`src/rtl/imem_loader_pkg.sv`:
```
// Shared types and widths for the instruction-memory boot loader.
package imem_loader_pkg;

  localparam int LEN_W  = 16;
  localparam int CHK_W  = 8;
  localparam int BYTE_W = 8;
  localparam int WORD_W = 32;

  typedef enum logic [2:0] {
    IDLE   = 3'd0,
    LEN_LO = 3'd1,
    LEN_HI = 3'd2,
    DATA   = 3'd3,
    WRITE  = 3'd4,
    CHK    = 3'd5,
    DONE   = 3'd6,
    ERR    = 3'd7
  } state_t;

  function automatic logic [CHK_W-1:0] chk_update(input logic [CHK_W-1:0] acc,
                                                  input logic [BYTE_W-1:0] b);
    return acc ^ b;
  endfunction

endpackage

```
`src/rtl/word_assembler.sv`:
```
// Packs a little-endian byte stream into 32-bit words; word_full flags the byte that completes a word.
module word_assembler
  import imem_loader_pkg::*;
(
  input  logic              clk,
  input  logic              rst,
  input  logic              clear,
  input  logic              byte_valid,
  input  logic [BYTE_W-1:0] byte_in,
  output logic [WORD_W-1:0] word_out,
  output logic              word_full
);

  logic [WORD_W-1:0] r_word;
  logic [1:0]        r_cnt;

  // Shift new bytes in at the top so the first byte ends up in bits 7:0.
  always_ff @(posedge clk) begin
    if (rst || clear) begin
      r_word <= '0;
      r_cnt  <= 2'd0;
    end else if (byte_valid) begin
      r_word <= {byte_in, r_word[WORD_W-1:BYTE_W]};
      r_cnt  <= r_cnt + 2'd1;
    end else begin
      r_word <= r_word;
      r_cnt  <= r_cnt;
    end
  end

  assign word_out  = r_word;
  assign word_full = byte_valid && (r_cnt == 2'd3);

endmodule

```
`src/rtl/imem_loader.sv`:
```
// Boot loader: receives a length-prefixed, checksummed byte stream and writes it into instruction memory.
module imem_loader
  import imem_loader_pkg::*;
#(
  parameter int ADDR_W = 8
) (
  input  logic              clk,
  input  logic              rst,
  input  logic              start,
  input  logic              in_valid,
  input  logic [7:0]        in_data,
  output logic              in_ready,
  output logic              im_we,
  output logic [ADDR_W-1:0] im_addr,
  output logic [31:0]       im_wdata,
  output logic              cpu_hold,
  output logic              busy,
  output logic              done,
  output logic              err
);

  localparam logic [LEN_W:0] DEPTH = (LEN_W+1)'(1) << ADDR_W;

  state_t            r_state;
  state_t            w_next;
  logic [LEN_W-1:0]  r_len;
  logic [CHK_W-1:0]  r_chk;
  logic [ADDR_W-1:0] r_widx;
  logic [ADDR_W-1:0] r_addr_hold;
  logic [WORD_W-1:0] r_wdata_hold;

  logic              w_accept;
  logic              w_clear;
  logic              w_byte_valid;
  logic              w_word_full;
  logic [WORD_W-1:0] w_word;
  logic [LEN_W-1:0]  w_len_full;
  logic              w_oversize;
  logic              w_last;

  assign w_accept     = in_valid && in_ready;
  assign w_clear      = start && ((r_state == IDLE) || (r_state == DONE) || (r_state == ERR));
  assign w_byte_valid = w_accept && (r_state == DATA);
  assign w_len_full   = {in_data, r_len[7:0]};
  assign w_oversize   = {1'b0, w_len_full} > DEPTH;
  assign w_last       = LEN_W'(r_widx) == (r_len - LEN_W'(1));

  word_assembler u_asm (
    .clk        (clk),
    .rst        (rst),
    .clear      (w_clear),
    .byte_valid (w_byte_valid),
    .byte_in    (in_data),
    .word_out   (w_word),
    .word_full  (w_word_full)
  );

  // Next-state and Moore status outputs.
  always_comb begin
    w_next   = r_state;
    in_ready = 1'b0;
    im_we    = 1'b0;
    busy     = 1'b0;
    done     = 1'b0;
    err      = 1'b0;
    cpu_hold = 1'b1;
    case (r_state)
      IDLE: begin
        if (start) w_next = LEN_LO;
        else       w_next = IDLE;
      end
      LEN_LO: begin
        in_ready = 1'b1;
        busy     = 1'b1;
        if (w_accept) w_next = LEN_HI;
        else          w_next = LEN_LO;
      end
      LEN_HI: begin
        in_ready = 1'b1;
        busy     = 1'b1;
        if (!w_accept)              w_next = LEN_HI;
        else if (w_len_full == '0)  w_next = CHK;
        else if (w_oversize)        w_next = ERR;
        else                        w_next = DATA;
      end
      DATA: begin
        in_ready = 1'b1;
        busy     = 1'b1;
        if (w_word_full) w_next = WRITE;
        else             w_next = DATA;
      end
      WRITE: begin
        im_we = 1'b1;
        busy  = 1'b1;
        if (w_last) w_next = CHK;
        else        w_next = DATA;
      end
      CHK: begin
        in_ready = 1'b1;
        busy     = 1'b1;
        if (!w_accept)             w_next = CHK;
        else if (in_data == r_chk) w_next = DONE;
        else                       w_next = ERR;
      end
      DONE: begin
        done     = 1'b1;
        cpu_hold = 1'b0;
        if (start) w_next = LEN_LO;
        else       w_next = DONE;
      end
      ERR: begin
        err = 1'b1;
        if (start) w_next = LEN_LO;
        else       w_next = ERR;
      end
      default: w_next = IDLE;
    endcase
  end

  // Memory port shows the live word during WRITE and the last written values otherwise.
  assign im_addr  = (r_state == WRITE) ? r_widx : r_addr_hold;
  assign im_wdata = (r_state == WRITE) ? w_word : r_wdata_hold;

  // State register and session datapath.
  always_ff @(posedge clk) begin
    if (rst) begin
      r_state      <= IDLE;
      r_len        <= '0;
      r_chk        <= '0;
      r_widx       <= '0;
      r_addr_hold  <= '0;
      r_wdata_hold <= '0;
    end else begin
      r_state <= w_next;
      if (w_clear) begin
        r_len  <= '0;
        r_chk  <= '0;
        r_widx <= '0;
      end else begin
        case (r_state)
          LEN_LO: if (w_accept) r_len[7:0]  <= in_data;
          LEN_HI: if (w_accept) r_len[15:8] <= in_data;
          DATA:   if (w_accept) r_chk       <= chk_update(r_chk, in_data);
          WRITE: begin
            r_widx       <= r_widx + ADDR_W'(1);
            r_addr_hold  <= r_widx;
            r_wdata_hold <= w_word;
          end
          default: r_len <= r_len;
        endcase
      end
    end
  end

endmodule

```
`config.mk`:
```
export PLATFORM = sky130hd
export DESIGN_NAME = imem_loader
export DESIGN_NICKNAME = d
export VERILOG_FILES = /design/src/rtl/imem_loader_pkg.sv /design/src/rtl/word_assembler.sv /design/src/rtl/imem_loader.sv
export SDC_FILE = /design/constraint.sdc
export NUM_CORES = 1
export LEC_CHECK = 0
export CORE_MARGIN = 2
export CORE_UTILIZATION = 55
export CTS_BUF_LIST = sky130_fd_sc_hd__clkbuf_4 sky130_fd_sc_hd__clkbuf_8 sky130_fd_sc_hd__clkbuf_16
export CTS_CLUSTER_SIZE = 28
export DETAILED_ROUTE_END_ITERATION = 16
export HOLD_SLACK_MARGIN = 0.12
export PLACE_DENSITY_LB_ADDON = 0.08
export SETUP_SLACK_MARGIN = 0.4
export SLEW_MARGIN = 20
export SYNTH_ARGS = -nofsm -noshare
export SYNTH_HDL_FRONTEND = slang
export SYNTH_HIERARCHICAL = 1
export SYNTH_SLANG_ARGS = --single-unit
```
`constraint.sdc`:
```
create_clock -name clk -period 3.1 [get_ports clk]
set_input_delay 0.465 -clock clk [delete_from_list [all_inputs] [get_ports clk]]
set_output_delay 0.465 -clock clk [all_outputs]
set_load 0.005 [all_outputs]
```
==> run summary, run 1 <==
Across the VDD grid, the largest voltage drop is 324 µV. Setup repair after global routing left no endpoint under its margin. Classification of the worst-slack hold path: reg2reg. The final weighted congestion in routability-driven placement is 0.852. In this run the power spent charging and discharging nets is 611 µW. Buffers placed on the I/O ports in this run total 57. In the synthesized netlist the async set-or-reset flop fraction comes to 0%. The wire-length estimate of the detail-placed layout is 6400 µm.

For this design, the CTS-stage hold fixing added 0 buffers. For the final database, setup skew stands at 0.0166 ns. The logs give 5.6% for the combinational group share of total power and 632 for the number of cells after detailed placement. The number of standard cells after synthesis is 487.

Final hold analysis gives a worst-case slack of 0.480 ns. Of the cells placed in the final design, the portion with a size suffix greater than 1 is 9.54%. STA classifies the critical path endpoint as an output port.

Counting flops with a built-in enable in the synthesized netlist gives 0. In this run, the number of DRC markers left after iteration 0 of detailed routing was 147. TritonCTS built the clock tree.

The mapped netlist covers 0.00478 mm². By area the synthesized netlist is led by sky130_fd_sc_hd__dfxtp_1, sky130_fd_sc_hd__mux2i_1, sky130_fd_sc_hd__mux2_1. The buffering stage count on the worst path with inverters included was 3. The critical setup path kind was reg2out.

The post-detailed-route DRC marker count was 0. After global routing the overflow that remains totals 0. The total global-route track usage is 21.7%, and the number of clock sinks is 109. The maximum cell stage delay along the critical path was 0.44 ns. For flop-to-flop paths, the worst setup slack is 0.75 ns. Traced cell by cell, the critical path runs through nor3_4, buf_6, buf_16, mux2_2, clkdlybuf4s50_1.

For this design the static power due to leakage is 0.00215 µW. The tools report the remaining number of nets flagged by the antenna check after routing as 0. The tools report the max-slew violation count as 0. Standard cell with the maximum stage delay on the critical path: sky130_fd_sc_hd__clkdlybuf4s50_1. After routing, the total negative slack on setup checks comes to 0 ns. The fraction of synthesized cell area taken by the top area cell type is 45.7%, and the measured slew at the worst slew-check pin is 0.593 ns. At the end of the flow, the number of nets in the layout was 555. The minimum clock period works out to 2.60 ns.

The cell-internal power is 1850 µW, and the synthesis-to-finish area growth is 19.3%. The pin count of the biggest net entering global routing was 43. The number of antenna diodes in the final layout is 0. The tools report the wire length of the first global-routing pass as 16,700 µm. The final setup violation count was 0. The most frequently used flop master after synthesis was sky130_fd_sc_hd__dfxtp_1. For this design the top-level I/O count stands at 58.

The average cell area after synthesis was 9.81 µm². The die is 97.2 µm wide. For this block, the routed nets add up to 10,100 µm of wire.

Yosys printed 6 warnings. The finished layout holds 653 standard cells, fillers aside. The tools report the first-pass detailed-route iteration total as 6. After layout, the worst path uses 83.9% of the clock period.

The top fanout value on the critical path was 23. The clock passes through at most 2 buffers. The post-synthesis cell type with the largest combined area was sky130_fd_sc_hd__dfxtp_1. In the final routed layout, each cell accounts on average for 15.4 µm. The worst setup path is launched from a register.

The clock network is responsible for 37.1% of the overall power. CTS placed an instance of sky130_fd_sc_hd__clkbuf_8 at the clock tree root. The tools report the required time reported for the critical path endpoint as 2.63 ns.

The kind of cell adding the most delay to the critical path was buffers and inverters. The clock-pin transition on the worst setup and hold timing paths is 0.10 ns, and the relative slew slack is 60.4%. The share of total power dissipated in sequential elements is 57.3%.

Height of the die: 97.2 µm. The core region is 0.00859 mm². Timing would allow up to 385 MHz. Of the total power, the share spent switching nets is 24.8%.

Fraction of the core area covered by cells at the end of the flow: 66.3%. Summing the sequential cell areas from Yosys gives 45.7% of the chip area. The run gives 0.37 ns as the clock latency reported for the late side of the worst-skew pair. In this run, synthesis produced a sequential element count of 109. The number of antenna violations at the first check in global routing is 0. Across all layers, the routed design uses 3,473 vias. The worst endpoint data arrival time was 2.13 ns. The run finished with clean final reports.

Number of global-route vias before repair: 3,286. The power density normalized to cell area works out to 432 mW/mm². CTS built an H-tree with a depth of 3. Synthesis produced a netlist with a net count of 502. Across the run, the number of max-cap violations was 0.

The logs give 9 for the number of buffers created by CTS and 0.00945 mm² for the die outline area. The count of final hold-check violations was 0; the effective utilization at floorplan was 55.6%. The number of distinct library cell variants in the gate-level netlist after synthesis was 49; the average via count per standard cell was 5.32.

Row generation in the floorplan step produced 34 rows.
worst reg2reg max path, delay by kind of cell, from the launching register on:
family          cells  cell delay [ns]
fa+ha+maj           1             0.27
compound gates      3             0.61
flops               1             0.37
buf+inv             1             0.07
simple gates        3             0.92
area by class of cell:
type                            count  area, µm²
Timing Repair Buffer               69        724
Clock inverter                      7       93.8
Fill cell                         737       2890
Clock buffer                        9        124
Multi-Input combinational cell    345       2410
Sequential cell                   109       2190
Tap cell                          108        135
Inverter                            6       22.5
per-layer routing:
metal | routed length [µm] | vias to the layer above | track usage (%)
li1 | - | 1746 | -
met4 | 133 | 0 | 5.02
met5 | 0 | - | 0
met1 | 5060 | 1631 | 31.9
met2 | 4400 | 84 | 32.7
met3 | 487 | 12 | 4.89
power groups by stage:
| stage | combinational [µW] | clock, µW | sequential (µW) |
|---|---|---|---|
| after floorplan | 96.9 | 0 | 1440 |
| after detailed placement | 138 | 0 | 1440 |
| after CTS | 139 | 942 | 1410 |
| after global placement | 136 | 0 | 1440 |
| final | 139 | 914 | 1410 |
| after global routing | 153 | 990 | 1410 |
cell families after synthesis:
kind of cell,count (synthesis),synth area share (%)
adder cells (fa/ha/maj),3,0.785
XOR/XNOR,34,6.23
flip-flops,109,45.7
AO/OA/AOI/OAI,36,4.90
AND/OR/NAND/NOR,189,19.8
buffers and inverters,33,4.19
multiplexers,83,18.4
final timing paths:
check	end	from	cells after the start
max	im_addr[3]	r_state[0]	5
min	r_len[13]	r_len[13]	2
max reg2reg	r_state[1]	r_len[0]	8
min reg2reg	r_len[13]	r_len[13]	2
cells in the mapped netlist, drive strengths merged (2+ instances only):
cell type  number
buf            12
o31ai           2
xnor2          17
a31oi           2
o211ai          3
mux2i          43
nor3            8
nand3b          2
nor2b          46
nand3           2
and3            4
ha              3
dfxtp         109
and2            3
xor2           17
inv             6
mux2           40
o21ai           7
clkbuf         15
a311oi          2
or4             2
nand4           7
nor2           67
or2             2
a21oi          13
nor4            3
nand2          37
flip-flops by register name (all words and copies together) (netlist names):
register and cells:
u_asm/r_cnt 2, u_asm/word_out 32, r_chk 8, r_state 3, r_len 16, r_addr_hold 8
r_wdata_hold 32, r_widx 8
per-stage QoR:
| stage | cell area (µm²) | setup WS, ns | power (µW) |
|---|---|---|---|
| 2_1_floorplan | 4780 | 0.936 | 1540 |
| 3_3_place_gp | 5390 | 0.633 | 1580 |
| 3_5_place_dp | 5390 | 0.545 | 1580 |
| 4_1_cts | 5690 | 0.431 | 2490 |
| 5_1_grt | 5700 | 0.404 | 2560 |
| 6_report | 5700 | 0.500 | 2460 |
layout by cell type (no fill, tap or decap), drive strengths merged, types with 2 or more instances in the layout:
| cell type | synthesis | layout |
|---|---|---|
| o211ai | 3 | 3 |
| mux2 | 40 | 40 |
| a31oi | 2 | 2 |
| nor2b | 46 | 46 |
| a311oi | 2 | 2 |
| mux2i | 43 | 43 |
| nand4 | 7 | 7 |
| o31ai | 2 | 2 |
| clkdlybuf4s50 | 0 | 46 |
| clkbuf | 15 | 9 |
| nor3 | 8 | 8 |
| clkinv | 0 | 4 |
| nor2 | 67 | 67 |
| nand2 | 37 | 37 |
| nor4 | 3 | 3 |
| o21ai | 7 | 7 |
| a21oi | 13 | 13 |
| inv | 6 | 8 |
| or2 | 2 | 2 |
| and2 | 3 | 3 |
| buf | 12 | 11 |
| dfxtp | 109 | 109 |
| dlygate4sd2 | 0 | 11 |
| and3 | 4 | 4 |
| nand3 | 2 | 2 |
| xor2 | 17 | 17 |
| xnor2 | 17 | 17 |
| or4 | 2 | 2 |
| nand3b | 2 | 2 |
| ha | 3 | 3 |
timing repair:
item / CTS / global route
setup endpoints to repair: 40 / 21
setup buffers: 3 / 0
pin swaps: 1 / 1
gates resized for setup: 18 / 3
endpoints found under the hold margin: 0 / 0
cloned: 2 / 0
Note: power is estimated with default switching activity, not from simulation.
==> run 2: changes to the inputs <==
--- a/config.mk
+++ b/config.mk
@@ -6,7 +6,7 @@
 export NUM_CORES = 1
 export LEC_CHECK = 0
 export CORE_MARGIN = 2
-export CORE_UTILIZATION = 55
+export CORE_UTILIZATION = 50
 export CTS_BUF_LIST = sky130_fd_sc_hd__clkbuf_4 sky130_fd_sc_hd__clkbuf_8 sky130_fd_sc_hd__clkbuf_16
 export CTS_CLUSTER_SIZE = 28
 export DETAILED_ROUTE_END_ITERATION = 16
==> constraint.sdc (replaced) <==
create_clock -name clk -period 2.35 [get_ports clk]
set_input_delay 0.3525 -clock clk [delete_from_list [all_inputs] [get_ports clk]]
set_output_delay 0.3525 -clock clk [all_outputs]
set_load 0.005 [all_outputs]
==> run 2 against run 1 <==
  * Core utilization is 3.1 points higher
  * Flip-flop and latch count stayed put
  * Register-to-register slack worse by 0.41 ns
  * Sequential power is 32% higher
  * Via count is 8.3% higher
  * Clock-buffer cell count is 1 higher
  * Clock skew is 0.0074 ns higher
  * Global-route usage is 1.6 points higher
  * Cell area is 12% higher
  * Power is 34% higher
==> run summary, run 2 (synthesized netlist as in run 1, its figures left out) <==
The synthesis-to-finish area growth works out to 34.2%. The cell depth of the worst flop-to-flop path was 8 (unchanged). The run gives 703 (-4.6%) as the number of fillers in the final layout. The met2 global-route usage is 34.3% (+1.6 points), and the total negative slack for setup checks is 0 ns (unchanged). The power density normalized to cell area works out to 513 mW/mm² (+19%). The logs give 0.34 ns (-0.41 ns) for the reg2reg setup slack and 594 (+7.0%) for the final net count.

The tools report the routed via count as 3,762 (+8.3%). The quantity of I/O buffers inserted on ports works out to 57 (unchanged). The run gives 0.00255 µW (+18%) as the leakage power of the design. The total wirelength of the detailed-routed design was 11,600 µm (+15%).

Critical register-to-register path endpoint: r_state[1]. The average wire per standard cell was 16.3 µm (+5.4%); the overall power of the completed layout was 3290 µW (+34%). Number of clock sinks: 109 (unchanged). Leaving out fill and tap cells, the most frequent cell in the layout is sky130_fd_sc_hd__dfxtp_1. The max capacitance violation total was 0 (unchanged).

The run gives 43 (unchanged) as the pin count of the biggest net entering global routing. The tools report the met3 layer usage reported by global route as 4.55% (-0.34 points). The worst path in the final design needs a cycle of 2.24 ns, including I/O delays and setup. STA classifies the critical path endpoint as an output port. The measured slew at the worst slew-check pin works out to 0.457 ns (-0.136 ns). The clock-pin transition on the worst setup and hold timing paths works out to 0.11 ns (about the same). The worst min-delay path startpoint is r_len[14]. The worst path uses 95.3% of the clock period. The logs give 6780 µm (+6.0%) for the placed wire-length estimate and 18,600 µm (+12%) for the wire length of the first global-routing pass. The count of final hold-check violations came out at 0 (unchanged). The fraction of the core area covered by cells at the end of the flow came out at 69.4% (+3.1 points). The leftover overflow at the end of global routing was 0 (unchanged); the clock latency reported for the late side of the worst-skew pair was 0.37 ns (about the same). The number of antenna cells inserted came out at 0 (unchanged). The number of buffers created by CTS is 9 (unchanged). For the final weighted congestion in routability-driven placement, the log shows 0.954 (+12%). The top cell types in the final layout, fill and taps aside, are sky130_fd_sc_hd__dfxtp_1, sky130_fd_sc_hd__nor2_1, sky130_fd_sc_hd__nor2b_1, sky130_fd_sc_hd__mux2i_1. The layout cell share with drive strength beyond 1 came out at 28.3% (+19 points).

For the total global-route track usage, the log shows 23.3% (+1.6 points). TritonCTS built the clock tree. Max-slew violation count: 0 (unchanged). Count of H-tree levels built during CTS: 3 (unchanged).

The run gives 3,549 (+8.0%) as the number of global-route vias before repair. The tools report the required time reported for the critical path endpoint as 2.00 ns (-0.63 ns). For the number of DRC markers after the initial detailed-route iteration, the log shows 173 (+18%). In this run the worst setup path begins at r_state[1]. For the worst-case clock buffer depth, the log shows 2 (unchanged). The met1 demand-to-capacity share in global routing is 34.2% (+2.3 points). The tools report the worst hold path endpoint as r_len[14]. The post-detailed-route DRC marker count is 0 (unchanged), and the relative slew slack is 69.3% (+8.8 points).

The average via count per standard cell is 5.28 (-0.79%), and the remaining number of nets flagged by the antenna check after routing is 0 (unchanged). The horizontal extent of the die is 102 µm (+4.7%), and the top fanout value on the critical path is 7 (-70%). The number of antenna violations at the first check in global routing was 0 (unchanged). The worst register-to-register path begins at r_len[0].

The tree is rooted in a sky130_fd_sc_hd__clkbuf_8. The tools report the maximum clock skew at final layout as 0.0240 ns (+0.00744 ns). The count of cells along the worst hold path was 2 (unchanged). The tools report the final setup violation count as 0 (unchanged). The classification of the worst-slack hold path is reg2reg.

The maximum ir drop on the vdd rail was 321 µV (-0.90%); the floorplan core area was 0.00924 mm² (+7.5%). By startpoint and endpoint, the worst setup path is classified as reg2out. The run finished with clean final reports. The tools report the timing-limited maximum frequency as 446 MHz. The global routing stage identified its most utilized layer as met2. The die outline area was 0.0104 mm² (+9.6%); the row count was 35 (+2.9%). The worst endpoint data arrival time was 1.89 ns (-0.24 ns); the I/O pin count was 58 (unchanged). The effective utilization at floorplan came out at 51.7% (-3.9 points). Setup repair after global routing could not meet its margin everywhere.

The height of the die was 102 µm (+4.7%). STA classifies the critical path startpoint as a register. First-pass detailed-route iteration total: 4 (-2).
==> run 2: cell count changes in the layout (fill, tap and decap cells not counted), moves of 4 or more <==
cell                              change
sky130_fd_sc_hd__buf_4               +23
sky130_fd_sc_hd__mux2_1              -29
sky130_fd_sc_hd__dlymetal6s2s_1       +4
sky130_fd_sc_hd__mux2_4              +37
sky130_fd_sc_hd__clkdlybuf4s50_1     -34
sky130_fd_sc_hd__mux2_2               -8
sky130_fd_sc_hd__buf_6               +35
sky130_fd_sc_hd__buf_12               +7
==> run 2: per-layer routing <==
layer | routed length [µm] | part of all wire [%] | vias to the layer above
met5 | 0 | 0 | -
met4 | 238 | 2.1 | 0
met3 | 625 | 5.4 | 19
met2 | 5340 | 46 | 96
met1 | 5400 | 47 | 1823
li1 | - | - | 1824
==> run 2: report_power, final <==
part | internal, µW | switching, µW | leakage, µW | total, µW
registers | 1850 | 7.84 | 0.000881 | 1860
clock network | 549 | 671 | 0.000112 | 1220
logic | 88.4 | 125 | 0.00155 | 213
==> run 2: what timing repair did <==
action,4_1_cts,5_1_grt
buffers inserted,25,7
endpoints found under the setup margin,47,47
hold buffers,0,0
cloned,4,0
pin swaps,6,5
resized for setup,228,22
==> run 2: cell type report <==
class	instances	area (µm²)	area share (%)
Clock buffer	10	138	2.15
Clock inverter	6	83.8	1.31
Multi-Input combinational cell	345	2600	40.5
Sequential cell	109	2190	34.2
Timing Repair Buffer	108	1220	19.0
Tap cell	129	161	2.52
Inverter	6	22.5	0.351
==> run 2: worst max path at each step <==
stage	to	slack, ns	depth (start not counted)
after floorplan	r_state[1]	0.40	8
after global placement	r_state[1]	0.29	6
after detailed placement	r_state[1]	0.16	8
after CTS	im_wdata[30]	0.06	8
after global routing	im_wdata[22]	0.04	8
final	im_wdata[22]	0.11	7
==> run 2: metrics by stage <==
stage / hold slack (ns) / area, µm² / instances / worst slack [ns]
after detailed placement: 0.454 / 5490 / 661 / 0.159
after global routing: 0.496 / 6410 / 713 / 0.0418
after CTS: 0.476 / 6280 / 706 / 0.0578
after global placement: 0.449 / 5490 / 661 / 0.287
final: 0.478 / 6410 / 713 / 0.110
after floorplan: 0.424 / 4790 / 487 / 0.405
==> run 2: worst max-delay path, cell delays in order (launching register included) <==
cell,delay [ns]
sky130_fd_sc_hd__dfxtp_4,0.37
sky130_fd_sc_hd__nor3_4,0.23
sky130_fd_sc_hd__buf_12,0.16
sky130_fd_sc_hd__buf_12,0.11
sky130_fd_sc_hd__buf_16,0.13
sky130_fd_sc_hd__buf_8,0.11
sky130_fd_sc_hd__mux2_4,0.31
sky130_fd_sc_hd__buf_6,0.12
